## src/rtl/mips_mem_arbiter.sv

```systemverilog
// Single-port RAM arbiter for pipe_MIPS32: shares one synchronous RAM between
// instruction fetch, the MEM-stage data port and a debug/loader port.
module mips_mem_arbiter #(
   parameter int AW         = 10,
   parameter int DW         = 32,
   parameter int STARVE_MAX = 4
) (
   input  logic          clk1,
   input  logic          rst_n,
   input  logic          halted,
   input  logic          if_req,
   input  logic [AW-1:0] if_addr,
   output logic          if_gnt,
   output logic          if_rvalid,
   input  logic          dm_req,
   input  logic          dm_we,
   input  logic [AW-1:0] dm_addr,
   input  logic [DW-1:0] dm_wdata,
   output logic          dm_gnt,
   output logic          dm_rvalid,
   input  logic          dbg_req,
   input  logic          dbg_we,
   input  logic [AW-1:0] dbg_addr,
   input  logic [DW-1:0] dbg_wdata,
   output logic          dbg_gnt,
   output logic          dbg_rvalid,
   output logic [DW-1:0] rdata,
   output logic          mem_en,
   output logic          mem_we,
   output logic [AW-1:0] mem_addr,
   output logic [DW-1:0] mem_wdata,
   input  logic [DW-1:0] mem_rdata,
   output logic          busy
);

   localparam int SCW = $clog2(STARVE_MAX + 1);

   typedef enum logic [1:0] {TAG_NONE, TAG_IF, TAG_DM, TAG_DBG} tag_t;

   tag_t           rtag_q, rtag_d;
   logic [SCW-1:0] sc_q, sc_d;
   logic           starve;

   // Grants are masked while reset is held so the RAM never sees a stray access.
   always_comb begin
      if_gnt  = 1'b0;
      dm_gnt  = 1'b0;
      dbg_gnt = 1'b0;
      starve  = !halted && if_req && (sc_q == SCW'(STARVE_MAX));
      if (rst_n) begin
         if (halted) begin
            if (dbg_req)     dbg_gnt = 1'b1;
            else if (dm_req) dm_gnt  = 1'b1;
            else if (if_req) if_gnt  = 1'b1;
         end else begin
            if (starve)       if_gnt  = 1'b1;
            else if (dm_req)  dm_gnt  = 1'b1;
            else if (if_req)  if_gnt  = 1'b1;
            else if (dbg_req) dbg_gnt = 1'b1;
         end
      end
   end

   always_comb begin
      mem_en    = 1'b0;
      mem_we    = 1'b0;
      mem_addr  = '0;
      mem_wdata = '0;
      if (if_gnt) begin
         mem_en   = 1'b1;
         mem_addr = if_addr;
      end else if (dm_gnt) begin
         mem_en    = 1'b1;
         mem_we    = dm_we;
         mem_addr  = dm_addr;
         mem_wdata = dm_wdata;
      end else if (dbg_gnt) begin
         mem_en    = 1'b1;
         mem_we    = dbg_we;
         mem_addr  = dbg_addr;
         mem_wdata = dbg_wdata;
      end
   end

   always_comb begin
      rtag_d = TAG_NONE;
      if (if_gnt)                 rtag_d = TAG_IF;
      else if (dm_gnt && !dm_we)  rtag_d = TAG_DM;
      else if (dbg_gnt && !dbg_we) rtag_d = TAG_DBG;
   end

   // Saturates so a long halted stretch cannot wrap sc past the override point.
   always_comb begin
      sc_d = sc_q;
      if (!if_req || if_gnt)
         sc_d = '0;
      else if (dm_gnt && (sc_q != SCW'(STARVE_MAX)))
         sc_d = sc_q + SCW'(1);
   end

   always_ff @(posedge clk1 or negedge rst_n) begin
      if (!rst_n) begin
         rtag_q <= TAG_NONE;
         sc_q   <= '0;
      end else begin
         rtag_q <= rtag_d;
         sc_q   <= sc_d;
      end
   end

   assign if_rvalid  = (rtag_q == TAG_IF);
   assign dm_rvalid  = (rtag_q == TAG_DM);
   assign dbg_rvalid = (rtag_q == TAG_DBG);
   assign busy       = (rtag_q != TAG_NONE);
   assign rdata      = busy ? mem_rdata : '0;

endmodule

```

## config.mk

```make
export PLATFORM = sky130hd
export DESIGN_NAME = mips_mem_arbiter
export DESIGN_NICKNAME = d
export VERILOG_FILES = /design/src/rtl/mips_mem_arbiter.sv
export SDC_FILE = /design/constraint.sdc
export NUM_CORES = 1
export LEC_CHECK = 0
export CORE_ASPECT_RATIO = 0.7
export CORE_MARGIN = 5
export CORE_UTILIZATION = 22
export CTS_CLUSTER_DIAMETER = 120
export DETAILED_ROUTE_END_ITERATION = 7
export PLACE_DENSITY = 0.95
export SLEW_MARGIN = 20
export SYNTH_ARGS = -nofsm -noshare
export SYNTH_HDL_FRONTEND = slang
export SYNTH_SLANG_ARGS = --single-unit
```

## constraint.sdc

```tcl
create_clock -name clk1 -period 3.6 [get_ports clk1]
set_input_delay 0.72 -clock clk1 [delete_from_list [all_inputs] [get_ports clk1]]
set_output_delay 0.72 -clock clk1 [all_outputs]
set_load 0.03 [all_outputs]
```

# ---- Yosys cells after proc, flatten, opt, wreduce, memory -nomap -nowiden
# Index checks and enable logic that the tools add are counted.
dict set report word_totals {
  reg_bits 5
  input_bits 134
  elab_cells 55
}
dict set report op_classes {
  n_addsub 1
  n_eq_ne 5
  n_mux 35
  reduce_logical 12
}
# op count
set ops {}
lappend ops {{$mux W32} 4}
lappend ops {{$mux W10} 3}
lappend ops {{$mux W1} 23}
lappend ops {{$mux W2} 3}
lappend ops {{$mux W3} 2}
lappend ops {{$logic_and A1 B1 Y1} 5}
lappend ops {{$eq A2 B2 Y1 const B} 2}
lappend ops {{$logic_not A1 Y1} 4}
lappend ops {{$reduce_bool A2 Y1} 2}
lappend ops {{$add A3 B1 Y3 const B} 1}
lappend ops {{$eq A3 B3 Y1 const B} 1}
lappend ops {{$ne A3 B3 Y1 const B} 1}
lappend ops {{$eq A2 B1 Y1 const B} 1}
lappend ops {{$logic_or A1 B1 Y1} 1}

# ---- Longest topological paths before layout
dict set report logic_depth {
  depth_word 10
  ltp_mapped 7
  depth_no_buf 5
}

# ---- Worst setup path before layout
# OpenSTA, ideal clock, no wires.
dict set report synth_path {
  path_type {input port to output port}
  startpoint {in halted}
  endpoint {out mem_en}
  arrival_ns 1.941
  required_time_ns 2.880
  path_slack_ns 0.939
  cell_stages 3
  path_cell_list {a21o_1 > a21oi_1 > or3_1}
}
dict set report synth_between {
  word_cells_on_any_way 15
  cone_classes {mux: 12; reduce/logical: 3}
}
# item line_no
set synth_rtl {}
lappend synth_rtl {{start, declared} 10} ;# input logic halted,
lappend synth_rtl {{$logic_not A1 Y1} 49} ;# starve = !halted && if_req && (sc_q == SCW'(STARVE_MAX));
lappend synth_rtl {{$logic_and A1 B1 Y1 (2 in a row)} 49}
lappend synth_rtl {{$mux W1} 56} ;# if (starve) if_gnt = 1'b1;
lappend synth_rtl {{$mux W1 *} 51} ;# if (halted) begin
lappend synth_rtl {{$mux W1 *} 50} ;# if (rst_n) begin
lappend synth_rtl {{net if_gnt} 13} ;# output logic if_gnt,
lappend synth_rtl {{$mux W1 *} 69} ;# if (if_gnt) begin
lappend synth_rtl {{end, declared} 28} ;# output logic mem_en,
# Mark *: on every way through the listed nets, which the timed path passes. The rest lies on a longest branch.

# ---- Final worst setup path
dict set report layout_path {
  startpoint {in halted}
  endpoint {out mem_addr[4]}
}
dict set report layout_between {
  elab_chain_len 9
  word_cells_on_any_way 15
  cone_classes {mux: 12; reduce/logical: 3}
}
# item line_no
set layout_lines {}
lappend layout_lines {{$logic_not A1 Y1} 49}
lappend layout_lines {{$logic_and A1 B1 Y1 (2 in a row)} 49}
lappend layout_lines {{$mux W1} 56}
lappend layout_lines {{$mux W1} 51}
lappend layout_lines {{$mux W1} 50}
lappend layout_lines {{$mux W10} 77} ;# end else if (dbg_gnt) begin
lappend layout_lines {{$mux W10} 72} ;# end else if (dm_gnt) begin
lappend layout_lines {{$mux W10 *} 69}
lappend layout_lines {{end, declared} 30} ;# output logic [AW-1:0] mem_addr,
# Mark *: on every way between the ends. The rest lies on a longest branch, timed or not.

==> reports/metrics.yaml <==
synth:
  synth_compound_area_frac: 0.483
  seq_area_frac_synth: 0.108
  synth_top_cell_by_area: "a22o_1"
  syn_inst: 153
  synth_area_leaders: "a22o_1, nor2b_1, dfrtp_1"
  synth_edf_count: 0
  synth_cell_type_count: 27
  yosysMostFrequentCell: "nor2b_1"
  synth-main-ff-cell: "dfrtp_1"
  async_flop_share: 1.00
  synthSimpleGateAreaFrac: 0.266
  synth_top_family_by_area: "compound AO/OA/AOI/OAI gates"
  ys_ff_latch: 5
  synth-xor-area-share: 0
  synthesis.nets: 289
  synth_fa_ha_area_frac: 0.0217
  syn_area_per_cell_sq_um: 7.54
  syn-cell-area_sq_um: 1150
  muxShareOfSynthArea: 0
  yosysTopAreaCellShare: 0.251
  ys_warn_count: 0
  yosys-top-cells-count: "nor2b_1, a22o_1, inv_1"
hold_path:
  hp-class: "flip-flop to flip-flop"
sta:
  rsz0062_at_grt: "false"
  drv_slew: 0
  setup_viol: 0
  finClkSkew_ps: 1.93
  setup_tns_ps: 0
  min_period_over_period: 0.929
  slew_headroom: 0.488
  finalHoldViolCount: 0
  finalCriticalPeriod_ps: 3350
  tightest_slew_ps: 768
  maxClockFrequency_mhz: 299
pwr:
  seq_power_share: 0.091
  powerDensity_nw_per_um2: 201
  pwr-share-clk: 0.149
  power_frac_comb: 0.760
  power.switching_uw: 273
  sw_frac_of_total: 0.402
  p_int_uw: 406
  leakage_uw: 0.00142
  irDropWorstVdd_uv: 91.1
layout:
  layout-drive-gt1-share: 0.157
  finish.utilization: 0.653
  final_nets: 499
  n_antenna_cell: 0
  area_growth_syn_to_layout_pct: 193
routing:
  route.detailed.drc: 0
  vias: 2082
  wl_per_cell_microns: 18.6
  firstDrtPassIters: 4
  drt_wl_total_microns: 8090
  drtIter0Drc: 74
  vias_per_cell: 4.80
  ant_nets: 0
clocking:
  cts_setup_buffers: 0
  cts_hold_repair.buffers: 0
  clock_sinks: 5
  worstSkewPairLatency_ps: 220
  cts.clk_slew.worst_paths_ps: 30
  htreeDepth: 1
  numCtsBuffers: 3
  cts_tree: "done"
  ctsLongestPathBuffers: 2
  cts-root-buf: "clkbuf_8"
  cts_resized: 0
setup_path:
  path_max_fanout: 39
  worstSetupStartpointType: "input pin"
  endpoint_kind: "primary output"
  timing_worst_setup_path_type: "input pin to primary output"
  cp.arrival_ps: 2630
  cp_data_required_time_ps: 2880
global_routing:
  grt_usage: 0.219
  antenna_found_initial: 0
  grt-ovfl-total: 0
  grt_max_degree: 46
  grt_pass1_vias: 2159
  grt_pass1_wl_microns: 11600
place:
  io_buffers: 216
  dp_hpwl_microns: 6870
  place.gp.congestion: 0.854
die:
  fp.dieArea_sq_um: 6810
  die_w_microns: 96.6
  io_pins: 217
  die_y_microns: 70.6
  core_sq_um: 5170
  start_util: 0.223
  num_rows: 22
status:
  run_status: "complete, no violations"
job:
  max_cap_violations: 0
==> worst max-delay path: stages <==
cell and delay [ps]:
clkdlybuf4s50_1 480, nand3b_4 270, o211a_1 370, buf_12 230, a221o_1 370, buf_4 180
==> layout by cell type, fill, tap and decap left out, drive strengths merged, types with 2 or more instances in the layout <==
cell | netlist | layout
dfrtp | 5 | 5
buf | 7 | 51
o31ai | 2 | 2
a221o | 10 | 10
nor2b | 34 | 34
clkdlybuf4s50 | 0 | 169
and2 | 4 | 4
inv | 17 | 17
clkbuf | 8 | 4
nor2 | 2 | 2
ha | 2 | 2
nand2 | 4 | 4
nand4 | 2 | 2
a211oi | 13 | 13
a22o | 33 | 33
==> power by group through the flow <==
| stage | clock, uW | combinational [uW] | sequential [uW] |
|---|---|---|---|
| after floorplan | 0 | 225 | 60.9 |
| after global placement | 0 | 509 | 62.1 |
| after detailed placement | 0 | 515 | 62.3 |
| after CTS | 105 | 518 | 61.7 |
| after global routing | 109 | 540 | 62.0 |
| final | 101 | 516 | 61.7 |
==> state kept, by name (all words and copies together), names as in the netlist <==
| signal | count |
|---|---|
| sc_q | 3 |
| rtag_q | 2 |
==> routing by layer <==
| layer | up-vias | GRT usage | share of wire |
|---|---|---|---|
| li1 | 999 | - | - |
| met1 | 973 | 0.262 | 0.40 |
| met2 | 99 | 0.383 | 0.49 |
| met3 | 11 | 0.0627 | 0.096 |
| met4 | 0 | 0.0544 | 0.017 |
| met5 | - | 0 | 0 |
==> metrics by stage <==
stage               hold WS (ps)  setup WS [ps]  power (uW)  area, sq um  instances
finish                       588            254         679         3380        434
CTS                          581            271         684         3380        434
global placement             574            338         571         3330        430
global route                 608            143         711         3380        434
detailed placement           574            273         578         3330        430
floorplan                    424            939         286         1150        153
==> path summary, 6_finish.rpt <==
kind | from | to | slack (ps) | depth (start not counted)
worst max-delay path | halted | mem_addr[4] | 250 | 6
worst min-delay path | sc_q[0]$_DFFE_PN0P_ | sc_q[0]$_DFFE_PN0P_ | 590 | 2
worst max register to register | sc_q[0]$_DFFE_PN0P_ | rtag_q[1]$_DFF_PN0_ | 1770 | 6
worst min register to register | sc_q[0]$_DFFE_PN0P_ | sc_q[0]$_DFFE_PN0P_ | 590 | 2
max in group asynchronous | rst_n | rtag_q[0]$_DFF_PN0_ | 2580 | 2
min in group asynchronous | rst_n | sc_q[0]$_DFFE_PN0P_ | 920 | 2
==> logic make-up (layout without fill, tap and decap cells) <==
| logic type | count (synthesis) | after routing |
|---|---|---|
| AOI/OAI and AO/OA | 65 | 65 |
| and+or+nand+nor | 49 | 49 |
| buffers and inverters | 32 | 241 |
| DFF | 5 | 5 |
| adders and majority gates | 2 | 2 |
==> area by class of cell <==
class / instances / area (sq um)
multi-input cells: 116 / 891
flip-flops and latches: 5 / 125
inverters: 17 / 63.8
repair buffers: 220 / 2160
well taps: 72 / 90.1
clock buffers: 4 / 45.0
fillers: 460 / 1800
(Power assumes the default switching activity.)
